File: src/rtl/defuzz_pkg.sv
// Shared types and constants for the centroid defuzzification stage.
package defuzz_pkg;

   typedef enum logic [1:0] {
      OCIOSO,
      ACUMULA,
      DIVIDE,
      SAIDA
   } estado_t;

   localparam int GRAU_MAX  = 100;
   localparam int W_PADRAO  = 32;
   localparam int W2_PADRAO = 2 * W_PADRAO;

endpackage

File: src/rtl/defuzz_centroide_div_restauradora.sv
// Iterative unsigned restoring divider: 2W-bit dividend by W-bit divisor,
// one quotient bit per cycle after the start cycle, done pulses once when finished.
module div_restauradora
   import defuzz_pkg::*;
#(
   parameter int W = W_PADRAO
) (
   input  logic             clk,
   input  logic             rst_n,
   input  logic             start,
   input  logic [2*W-1:0]   dividendo,
   input  logic [W-1:0]     divisor,
   output logic             busy,
   output logic             done,
   output logic [2*W-1:0]   quociente,
   output logic [W-1:0]     resto
);

   localparam int W2 = 2 * W;
   localparam int CW = $clog2(W2 + 1);

   logic [CW-1:0] cnt;
   logic [W-1:0]  div_r;
   logic [W-1:0]  rem;
   logic [W2-1:0] quo;
   logic [W:0]    parcial;
   logic [W-1:0]  diff;
   logic          ge;

   // The remainder stays below the divisor, so the low W bits of the difference are exact.
   always_comb begin
      parcial = {rem, quo[W2-1]};
      ge      = (parcial >= {1'b0, div_r});
      diff    = parcial[W-1:0] - div_r;
   end

   always_ff @(posedge clk or negedge rst_n) begin
      if (!rst_n) begin
         busy <= 1'b0;
         done <= 1'b0;
         cnt  <= '0;
      end else begin
         done <= 1'b0;
         if (start && !busy) begin
            busy <= 1'b1;
            cnt  <= CW'(W2);
         end else if (busy) begin
            cnt <= cnt - CW'(1);
            if (cnt == CW'(1)) begin
               busy <= 1'b0;
               done <= 1'b1;
            end
         end
      end
   end

   always_ff @(posedge clk) begin
      if (start && !busy) begin
         quo   <= dividendo;
         rem   <= '0;
         div_r <= divisor;
      end else if (busy) begin
         quo <= {quo[W2-2:0], ge};
         rem <= ge ? diff : parcial[W-1:0];
      end
   end

   assign quociente = quo;
   assign resto     = rem;

endmodule

File: src/rtl/defuzz_centroide.sv
// Centroid defuzzifier: Saida = sum(Grau*Centro)/sum(Grau) over a frame of rule beats.
// Define DEFUZZ_ARRED_EN for round-half-up instead of a truncating quotient.
module defuzz_centroide
   import defuzz_pkg::*;
#(
   parameter int N_REGRAS = 9,
   parameter int W        = W_PADRAO
) (
   input  logic         clk,
   input  logic         rst_n,
   input  logic         in_valid,
   output logic         in_ready,
   input  logic         in_last,
   input  logic [W-1:0] Grau,
   input  logic [W-1:0] Centro,
   output logic         out_valid,
   input  logic         out_ready,
   output logic [W-1:0] Saida,
   output logic         Div_zero
);

   localparam int W2 = 2 * W;
   localparam int CB = $clog2(N_REGRAS + 1);
`ifdef DEFUZZ_ARRED_EN
   localparam bit ARRED = 1'b1;
`else
   localparam bit ARRED = 1'b0;
`endif

   function automatic logic [W-1:0] satura_grau(input logic [W-1:0] g);
      return (g > W'(GRAU_MAX)) ? W'(GRAU_MAX) : g;
   endfunction

   function automatic logic [W2-1:0] arredonda(input logic [W2-1:0] num,
                                               input logic [W-1:0]  den);
      return ARRED ? (num + W2'(den >> 1)) : num;
   endfunction

   estado_t       estado, prox;
   logic [W2-1:0] acc_num, base_num, num_prox;
   logic [W-1:0]  acc_den, base_den, den_prox, grau_c;
   logic [CB-1:0] n_batidas, base_bat, batidas_prox;
   logic          aceita, fim_quadro, den_nulo, div_start;
   logic          div_busy, div_done;
   logic [W2-1:0] quociente;
   logic [W-1:0]  resto;
   logic          unused_div;

   assign in_ready  = rst_n && ((estado == OCIOSO) || (estado == ACUMULA));
   assign out_valid = (estado == SAIDA);
   assign aceita    = in_valid && in_ready;

   // A new frame starts from zero, so the first beat overwrites rather than adds.
   always_comb begin
      base_num     = (estado == OCIOSO) ? '0 : acc_num;
      base_den     = (estado == OCIOSO) ? '0 : acc_den;
      base_bat     = (estado == OCIOSO) ? '0 : n_batidas;
      grau_c       = satura_grau(Grau);
      num_prox     = base_num + (W2'(grau_c) * W2'(Centro));
      den_prox     = base_den + grau_c;
      batidas_prox = base_bat + CB'(1);
      fim_quadro   = aceita && (in_last || (batidas_prox == CB'(N_REGRAS)));
      den_nulo     = (den_prox == '0);
      div_start    = fim_quadro && !den_nulo;
   end

   always_comb begin
      prox = estado;
      case (estado)
         OCIOSO, ACUMULA: begin
            if (fim_quadro)
               prox = den_nulo ? SAIDA : DIVIDE;
            else if (aceita)
               prox = ACUMULA;
         end
         DIVIDE:  if (div_done)  prox = SAIDA;
         SAIDA:   if (out_ready) prox = OCIOSO;
         default: prox = OCIOSO;
      endcase
   end

   always_ff @(posedge clk or negedge rst_n) begin
      if (!rst_n) begin
         estado    <= OCIOSO;
         acc_num   <= '0;
         acc_den   <= '0;
         n_batidas <= '0;
         Saida     <= '0;
         Div_zero  <= 1'b0;
      end else begin
         estado <= prox;
         if (aceita) begin
            acc_num   <= num_prox;
            acc_den   <= den_prox;
            n_batidas <= batidas_prox;
         end
         if (fim_quadro && den_nulo) begin
            Saida    <= '0;
            Div_zero <= 1'b1;
         end else if ((estado == DIVIDE) && div_done) begin
            Saida    <= quociente[W-1:0];
            Div_zero <= 1'b0;
         end
      end
   end

   // The divider is fed the post-beat sums so it starts on the same edge that closes the frame.
   div_restauradora #(.W(W)) u_div (
      .clk       (clk),
      .rst_n     (rst_n),
      .start     (div_start),
      .dividendo (arredonda(num_prox, den_prox)),
      .divisor   (den_prox),
      .busy      (div_busy),
      .done      (div_done),
      .quociente (quociente),
      .resto     (resto)
   );

   assign unused_div = ^{quociente[W2-1:W], resto, div_busy};

endmodule

File: config.mk
export PLATFORM = sky130hd
export DESIGN_NAME = defuzz_centroide
export DESIGN_NICKNAME = d
export VERILOG_FILES = /design/src/rtl/defuzz_pkg.sv /design/src/rtl/defuzz_centroide_div_restauradora.sv /design/src/rtl/defuzz_centroide.sv
export SDC_FILE = /design/constraint.sdc
export NUM_CORES = 1
export LEC_CHECK = 0
export ABC_AREA = 1
export CORE_UTILIZATION = 35
export CTS_CLUSTER_SIZE = 28
export DETAILED_ROUTE_END_ITERATION = 8
export GPL_TIMING_DRIVEN = 0
export PLACE_DENSITY_LB_ADDON = 0.25
export SLEW_MARGIN = 25
export SYNTH_ARGS = -nofsm -noshare
export SYNTH_HDL_FRONTEND = slang
export SYNTH_HIERARCHICAL = 1
export SYNTH_SLANG_ARGS = --single-unit
File: constraint.sdc
create_clock -name clk -period 11.3 [get_ports clk]
set_clock_uncertainty 0.1 [all_clocks]
set_input_delay 2.26 -clock clk [delete_from_list [all_inputs] [get_ports clk]]
set_output_delay 2.26 -clock clk [all_outputs]
set_load 0.05 [all_outputs]
# Yosys cells after proc, flatten, opt, wreduce, memory -nomap -nowiden
# Index checks and enable logic that the tools add are counted.
# Widths: inputs -> output; s select.
classes:
  eq_ne: 8
  add_sub_neg: 5
  n_reduce_logical: 17
  multipliers: 1
  muxes: 25
  magnitude_cmp: 2
op_table:
  columns: ["operator", "count"]
  rows:
  - ["$mux 64", 3]
  - ["$mux 32", 5]
  - ["$add 64x64->64", 1]
  - ["$mul 32x32->64", 1]
  - ["$ge 33x32->1", 1]
  - ["$add 32x32->32", 1]
  - ["$gt 32x7->1 const B", 1]
  - ["$logic_not 32->1", 1]
  - ["$sub 32x32->32", 1]
  - ["$mux 7", 2]
  - ["$mux 1", 9]
  - ["$mux 2", 4]
  - ["$eq 7x1->1 const B", 1]
  - ["$logic_and 1x1->1", 7]
  - ["$sub 7x1->7 const B", 1]
  - ["$pmux 2 s3", 1]
  - ["$add 4x1->4 const B", 1]
  - ["$eq 2x2->1 const B", 2]
  - ["$eq 4x4->1 const B", 1]
  - ["$mux 4", 1]
  - ["$ne 2x1->1 const B", 2]
  - ["$reduce_bool 2->1", 2]
  - ["$ne 3x3->1 const B", 1]
  - ["$reduce_and 3->1", 1]
  - ["5 further kinds", 7]
word_totals:
  out_inout_bits: 35
  elab_cells: 70
  inputBits: 69
  register_bits: 272

# Depth between registers and ports, before layout
# Gate-level depths: netlist of the first run.
logic_depth:
  depth_word: 9
  ltp_mapped: 41
  ltp_nobuf: 40

# Modules after synthesis
# The synthesis of the first run kept the hierarchy.
by_module_without_submodules:
  columns: ["mod", "instances", "seq_area_each_um2", "area_each_um2", "cells_each"]
  rows:
  - ["defuzz_centroide", 1, 3378.2, 39589.2, 4587]
  - ["div_restauradora", 1, 3748.6, 8257.9, 1127]

# Least setup slack after synthesis of the first run
# No wires, ideal clock.
synth_timing:
  kind: "input to register"
  from: "input Grau[12]"
  to: "register u_div.quo[61] (netlist: u_div/quociente[61]), data pin"
  setup_time_ns: 0.256
  t_arrival_ns: 9.352
  required_time_ns: 10.944
  path_slack_ns: 1.591
  path_stages: 36
  n_path_buf: 1
  path_cell_list: "or4_1 nor4_1 nand2_1 inv_1 nand2_1 clkbuf_1 nand2_1 inv_1 fa_1 inv_1 fa_1 inv_1 fa_1 inv_1 fa_1 inv_1 fa_1 fa_1 fa_1 inv_1 fa_1 inv_1 ha_1 nand2_1 nor2_1 inv_1 nor2_1 inv_1 nor3_1 nand3_1 nand3_1 a21oi_1 or2_2 and2_1 nand2_1 nand2_1"
synth_via:
  word_cells_on_any_way: 10
  cone_classes: "add/sub (2); mul (1); order compare (1); mux (2); reduce/logical (4)"
synth_lines:
  columns: ["element", "line", "rtl"]
  rows:
  - ["start, declared", "defuzz_centroide.sv:14", "input logic [W-1:0] Grau,"]
  - ["$gt 32x7->1", "defuzz_centroide.sv:31", "return (g > W'(GRAU_MAX)) ? W'(GRAU_MAX) : g;"]
  - ["$mux 32 (*)", "defuzz_centroide.sv:31", null]
  - ["$mul 32x32->64 (*)", "defuzz_centroide.sv:59", "num_prox = base_num + (W2'(grau_c) * W2'(Centro));"]
  - ["$add 64x64->64 (*)", "defuzz_centroide.sv:59", null]
  - ["net num_prox[61]", "defuzz_centroide.sv:40", "logic [W2-1:0] acc_num, base_num, num_prox;"]
  - ["$mux 64 (*)", "defuzz_centroide_div_restauradora.sv:58", "if (start && !busy) begin"]
  - ["end signal, assigned", "defuzz_centroide_div_restauradora.sv:59", "quo <= dividendo;"]
  - ["end signal, assigned", "defuzz_centroide_div_restauradora.sv:63", "quo <= {quo[W2-2:0], ge};"]
  - ["end, declared", "defuzz_centroide_div_restauradora.sv:25", "logic [W2-1:0] quo;"]
# Mark *: on every way through the listed nets, which the timed path passes. The rest lies on a longest branch.
# A chain may end at the register's enable or synchronous reset.

# Final worst setup path of the first run
# Ends and elaborated chain as after synthesis.

==> results by group, run 1 <==
Run status
  – Outcome: completed

Die
  – Starting density of the core: 35.3%
  – Die H: 372 um
  – Total Die Area: 138000 sq um
  – Die Wd: 372 um
  – I/O pins: 104
  – Core footprint: 135000 sq um
  – Cell Rows: 135

Hold path
  – Min-Delay Path Class: flop to flop

Logic synthesis
  – Total number of yosys warnings: 6
  – Count of cell types in the netlist: 56
  – Post-Syn Area per Cell: 8.37 sq um
  – Sequential fraction of the synthesis area: 14.9%
  – Gate Count Post-Synth: 5714
  – #FFs+latches synth: 272
  – Syn Std Cell Area: 47800 sq um

Worst setup path
  – Critical-path maximum fanout: 10
  – CP Launch Type: input pin
  – WP data arrival: 11210 ps
  – Crit path largest cell delay: 540 ps
  – Critical Path RT: 11500 ps
  – Critical path's slowest cell: fa_1
  – Critical Path Sink Type: flop
  – FF-to-FF setup slack: 1920 ps
  – CP dominant cell by count: fa_1
  – CP Buf/Inv Count: 5
  – CP top delay family: adder cells
  – Critical path class: input pin to flop

STA
  – Hold Vio Cnt, Final: 0
  – Rel. slew slack: 25.3%
  – FMAX: 0.0908 GHz
  – Hold_ws: 370 ps
  – Final number of max-transition violations: 0
  – Tmin final: 11010 ps
  – RSZ-0062 raised after global routing: true
  – Final setup vio count: 0
  – Worst Max-Slew Pin Slew: 1120 ps
  – Worst setup margin: 288 ps
  – Tcrit/Tclk final: 97.5%

GRT
  – GRT Util Overall: 19.3%
  – First-pass GRT wire length: 206000 um
  – Overflow left after global routing: 0
  – Antenna violations before repair: 2
  – Largest net degree at the start of global routing: 56
  – Vias in the first global route: 38700

Placed design
  – Dpl hpwl: 111000 um
  – GPL Wtd Cong: 0.952
  – Pre-CTS WS: -1070 ps
  – Placed cell count: 8424
  – Port bufs: 103

Drt
  – Routed Antenna Nets: 0
  – DR vias/cell: 4.31
  – Routed wire per std cell: 14.9 um
  – Drt initial violations: 2405
  – Total number of vias: 36600
  – DR DRC count: 0
  – Drt total wl: 127000 um
  – DR pass1 iterations: 6

Final layout
  – Filler cells: 14100
  – Final non-filler cell total: 8495
  – Nets: 8025
  – Sequential cell area: 7130 sq um
  – Util after Layout: 41.1%
  – Ant diodes: 0
  – Layout cells sized above 1: 2.87%
  – Multi-input gate area: 37000 sq um
  – P&R area growth vs syn: 16.4%

Clock network
  – CTS tree: done
  – Max Buffers Root-to-Sink: 3
  – H-Tree Depth: 2
  – CTS Buf Count: 37
  – Clock Sinks: 272
  – Worst skew pair latency: 570 ps
  – CTS clock-pin slew for the worst setup and hold paths: 60 ps
  – Clock Root Buffer: clkbuf_16

Run
  – Max Cap Violations: 0
[kinds of logic (layout without fill, tap and decap cells)]
group	Yosys count	in the layout	synth area share, %
compound gates	369	369	4.62
flops	272	272	14.9
simple gates	1910	1910	16.3
fa+ha+maj	1271	1271	48.3
xor+xnor	85	85	1.56
buf+inv	1805	1983	14.3
other cells	2	824	0.0157
[worst paths after layout]
kind / start / endpoint / depth (start not counted)
worst min-delay path: u_div/resto[17]$_SDFFE_PP0P_ / u_div/resto[17]$_SDFFE_PP0P_ / 2
worst max register to register: estado[1]$_DFFE_PN0P_ / u_div/quociente[61]$_DFFE_PP_ / 28
max in group asynchronous: rst_n / acc_den[5]$_DFFE_PN0P_ / 3
worst min register to register: u_div/resto[17]$_SDFFE_PP0P_ / u_div/resto[17]$_SDFFE_PP0P_ / 2
worst max-delay path: Grau[12] / u_div/quociente[61]$_DFFE_PP_ / 30
min in group asynchronous: rst_n / acc_den[24]$_DFFE_PN0P_ / 1
[tightest hold or removal path: cells and delay by family, from the launching register on]
kind	cells	cell delay, ps
flops	1	320
simple gates	2	100
[synth_stat cells, drive strengths merged]
cell type / instances / area, sq um
dfxtp: 32 / 641
edfxtp: 96 / 2880
or3: 2 / 12.5
clkinv: 2 / 7.51
xnor2: 34 / 298
xor2: 51 / 447
a21boi: 5 / 37.5
o21ai: 165 / 826
a311oi: 1 / 8.76
inv: 1712 / 6430
nand4: 26 / 178
o21bai: 14 / 105
fa: 961 / 19200
and3: 1 / 6.26
o31ai: 1 / 7.51
nor3: 34 / 201
nor2: 393 / 1520
o221ai: 1 / 8.76
a221oi: 2 / 17.5
dfrtp: 144 / 3600
a21oi: 114 / 574
clkbuf: 69 / 259
or4: 1 / 7.51
o211ai: 35 / 408
and2: 15 / 93.8
nand3b: 19 / 143
a21o: 9 / 67.6
o22ai: 2 / 12.5
o21a: 6 / 45.0
nor4: 10 / 62.6
a22oi: 1 / 7.51
a32oi: 1 / 8.76
conb: 2 / 7.51
or2: 5 / 31.3
a31oi: 12 / 75.1
buf: 22 / 149
ha: 310 / 3880
nor3b: 1 / 7.51
nand2: 1239 / 4690
nand3: 164 / 851
[through the flow]
stage	instance area, sq um	TNS [ps]
final	55700	0
after global routing	55700	-30.6
after CTS	55600	0
after detailed placement	54300	-31780
after global placement	54200	-349240
after floorplan	50900	0
[cell usage in the layout, fill, tap and decap left out, types with 19 or more instances in the layout]
cell             instances
a21oi_1                112
clkbuf_1                51
clkbuf_16               39
clkdlybuf4s50_1        102
conb_1                 824
dfrtp_1                144
dfxtp_1                 32
edfxtp_1                96
fa_1                   961
ha_1                   310
inv_1                 1706
nand2_1               1224
nand3_1                157
nand3b_1                19
nand4_1                 25
nor2_1                 380
nor3_1                  27
o211ai_2                29
o21ai_0                149
xnor2_1                 34
xor2_1                  51
[area by class of cell]
type                       instances  share of cell area [%]
buffer                            89                   0.806
sequential                       272                    12.8
inverter                        1714                    11.6
multi-input combinational       4459                    66.5
clock buffer                      44                    1.86
tap                             1781                    4.00
timing repair buffer             112                    2.12
clock inverter                    24                   0.402
[timing repair]
item,in CTS,in global routing
pin swaps,1,1
hold buffers,0,0
setup buffers,2,3
gates resized for setup,4,49
endpoints found under the setup margin,16,42
[flip-flops by register name (all words and copies together), names as in the netlist]
name / flops
u_div/done: 1
u_div/busy: 1
acc_num: 64
Div_zero: 1
u_div/quociente: 64
u_div/div_r: 32
u_div/cnt: 7
Saida: 32
acc_den: 32
u_div/resto: 32
n_batidas: 4
estado: 2
[layer usage]
metal / track usage, % / wire length (um)
met5: 0 / 0
met4: 5.11 / 3660
met3: 2.25 / 6820
met2: 32.7 / 59900
met1: 26.2 / 56200
Power of run 1 is not shown: default switching activity piles up to over one toggle a cycle in this logic, so the estimate is an artifact.
==> inputs of run 2 (changes only) <==
--- a/config.mk
+++ b/config.mk
@@ -11,6 +11,7 @@
 export DETAILED_ROUTE_END_ITERATION = 8
 export GPL_TIMING_DRIVEN = 0
 export PLACE_DENSITY_LB_ADDON = 0.25
+export SETUP_SLACK_MARGIN = 0.15
 export SLEW_MARGIN = 25
 export SYNTH_ARGS = -nofsm -noshare
 export SYNTH_HDL_FRONTEND = slang
==> constraint.sdc (replaced) <==
create_clock -name clk -period 11 [get_ports clk]
set_clock_uncertainty 0.1 [all_clocks]
set_input_delay 2.2 -clock clk [delete_from_list [all_inputs] [get_ports clk]]
set_output_delay 2.2 -clock clk [all_outputs]
set_load 0.05 [all_outputs]
==> results by group, run 2 (same netlist as run 1, synthesis figures left out) <==
Worst setup path
  – CP dominant cell by count: fa_1
  – Critical Path RT: 11200 ps (-300 ps)
  – WP data arrival: 10690 ps (-520 ps)
  – Critical Path Sink Type: flop
  – CP Launch Type: input pin
  – CP Buf/Inv Count: 6 (+1)
  – Worst r2r dst: u_div/quociente[41]$_DFFE_PP_
  – FF-to-FF setup slack: 1770 ps (-150 ps)
  – CP top delay family: adder cells
  – Crit path largest cell delay: 610 ps (+70 ps)
  – Critical path's slowest cell: o21ai_0
  – Critical R2R Launch: estado[1]$_DFFE_PN0P_
  – Critical path class: input pin to flop
  – FF-to-FF path depth: 28 (unchanged)
  – Critical-path maximum fanout: 10 (unchanged)

GRT
  – Grt met3 use: 2.41% (+0.17 points)
  – First-pass GRT wire length: 206000 um (about the same)
  – Overflow left after global routing: 0 (unchanged)
  – Vias in the first global route: 38800 (+0.13%)
  – GRT Util Overall: 19.4% (about the same)
  – Routing usage on met1: 26.1% (-0.12 points)
  – Largest net degree at the start of global routing: 56 (unchanged)
  – GRT busiest layer: met2
  – Antenna violations before repair: 2 (unchanged)
  – Grt met2 use: 32.3% (-0.38 points)

Placed design
  – GPL Wtd Cong: 0.952 (unchanged)
  – Port bufs: 103 (unchanged)
  – Dpl hpwl: 111000 um (unchanged)
  – Pre-CTS WS: -1310 ps (-240 ps)

Clock network
  – Max Buffers Root-to-Sink: 3 (unchanged)
  – H-Tree Depth: 2 (unchanged)
  – Clock Root Buffer: clkbuf_16
  – CTS clock-pin slew for the worst setup and hold paths: 60 ps (about the same)
  – # hold bufs at CTS: 0 (unchanged)
  – CTS Buf Count: 37 (unchanged)
  – CTS tree: done
  – Clock Sinks: 272 (unchanged)
  – Worst skew pair latency: 570 ps (about the same)

Die
  – Total Die Area: 138000 sq um (unchanged)
  – Cell Rows: 135 (unchanged)
  – I/O pins: 104 (unchanged)
  – Die Wd: 372 um (unchanged)
  – Die H: 372 um (unchanged)
  – Core footprint: 135000 sq um (unchanged)
  – Starting density of the core: 35.3% (unchanged)

Drt
  – Drt initial violations: 2280 (-5.2%)
  – Total number of vias: 36600 (+0.068%)
  – Routed wire per std cell: 14.9 um (about the same)
  – DR DRC count: 0 (unchanged)
  – DR pass1 iterations: 6 (unchanged)
  – DR vias/cell: 4.31 (about the same)
  – Routed Antenna Nets: 0 (unchanged)
  – Drt total wl: 127000 um (+0.13%)

Final layout
  – Layout cells sized above 1: 3.16% (+0.28 points)
  – Commonest non-fill, non-tap cell in the layout: inv_1
  – P&R area growth vs syn: 16.7%
  – Nets: 8028 (+0.037%)
  – Most frequent cells in the layout: inv_1 (1705), nand2_1 (1220), fa_1 (961)
  – Filler cells: 14000 (-0.071%)

Hold path
  – Hold endpoint: u_div/resto[17]$_SDFFE_PP0P_
  – Min-Delay Path Class: flop to flop
  – Worst hold path startpoint: u_div/resto[17]$_SDFFE_PP0P_
  – WHS Path Cells: 2 (unchanged)

Run
  – Max Cap Violations: 0 (unchanged)

STA
  – Tcrit/Tclk final: 95.4%
  – RSZ-0062 raised after global routing: false
  – Final number of max-transition violations: 0 (unchanged)
  – Worst Max-Slew Pin Slew: 1120 ps (+3.61 ps)
  – FMAX: 0.0953 GHz
  – Worst setup margin: 504 ps (+216 ps)
  – Final setup vio count: 0 (unchanged)
  – Hold Vio Cnt, Final: 0 (unchanged)
  – Rel. slew slack: 25.0% (-0.24 points)
  – Tmin final: 10500 ps

Run status
  – Outcome: completed
run 2: repair_timing:
item                                    4_1_cts  5_1_grt
endpoints found under the setup margin       65       58
pin swaps                                     2        3
cloned                                        0        0
buffers inserted                              4        4
gates resized for setup                      25       48
run 2: layout make-up:
cell class / instances / area [sq um] / area share, %
Multi-Input combinational cell: 4459 / 37100 / 66.4
Sequential cell: 272 / 7130 / 12.8
Inverter: 1714 / 6440 / 11.5
Tap cell: 1781 / 2230 / 3.99
Timing Repair Buffer: 115 / 1210 / 2.17
Clock buffer: 44 / 1030 / 1.85
Buffer: 89 / 470 / 0.843
Clock inverter: 24 / 224 / 0.401
Antenna cell: 1 / 2.50 / 0.00448
run 2: worst min-delay path, delay by kind of cell, from the launching register on:
family	cells	cell delay, ps
DFF	1	320
and+or+nand+nor	2	100
run 2: worst max path at each step:
stage | end | slack [ps] | depth (start not counted) | from
finish | u_div/quociente[63]$_DFFE_PP_ | 500 | 30 | Grau[12]
detailed placement | u_div/quociente[40]$_DFFE_PP_ | -1310 | 35 | Grau[12]
CTS | u_div/quociente[40]$_DFFE_PP_ | 130 | 31 | Grau[12]
global route | acc_num[53]$_DFFE_PN0P_ | 130 | 36 | Grau[1]
floorplan | u_div/quociente[61]$_DFFE_PP_ | 1350 | 36 | Grau[12]
global placement | u_div/cnt[0]$_DFFE_PN0P_ | -3050 | 15 | rst_n
run 2: per-stage QoR:
stage	util, %	cell area [sq um]	hold WS, ps	std cells	TNS, ps
floorplan	-	50900	342	6536	0
global placement	40.0	54200	359	8420	-411370
detailed placement	40.1	54300	361	8424	-52680
CTS	41.1	55700	373	8495	0
global route	41.2	55800	394	8498	0
finish	41.2	55800	370	8499	0
run 2: routing by layer:
layer  share of wire [%]  wire length, um
met5                   0                0
met1                  44            56300
met4                 3.4             4330
met2                  47            59600
met3                 5.2             6630
Power of run 2 is left out for the same reason.
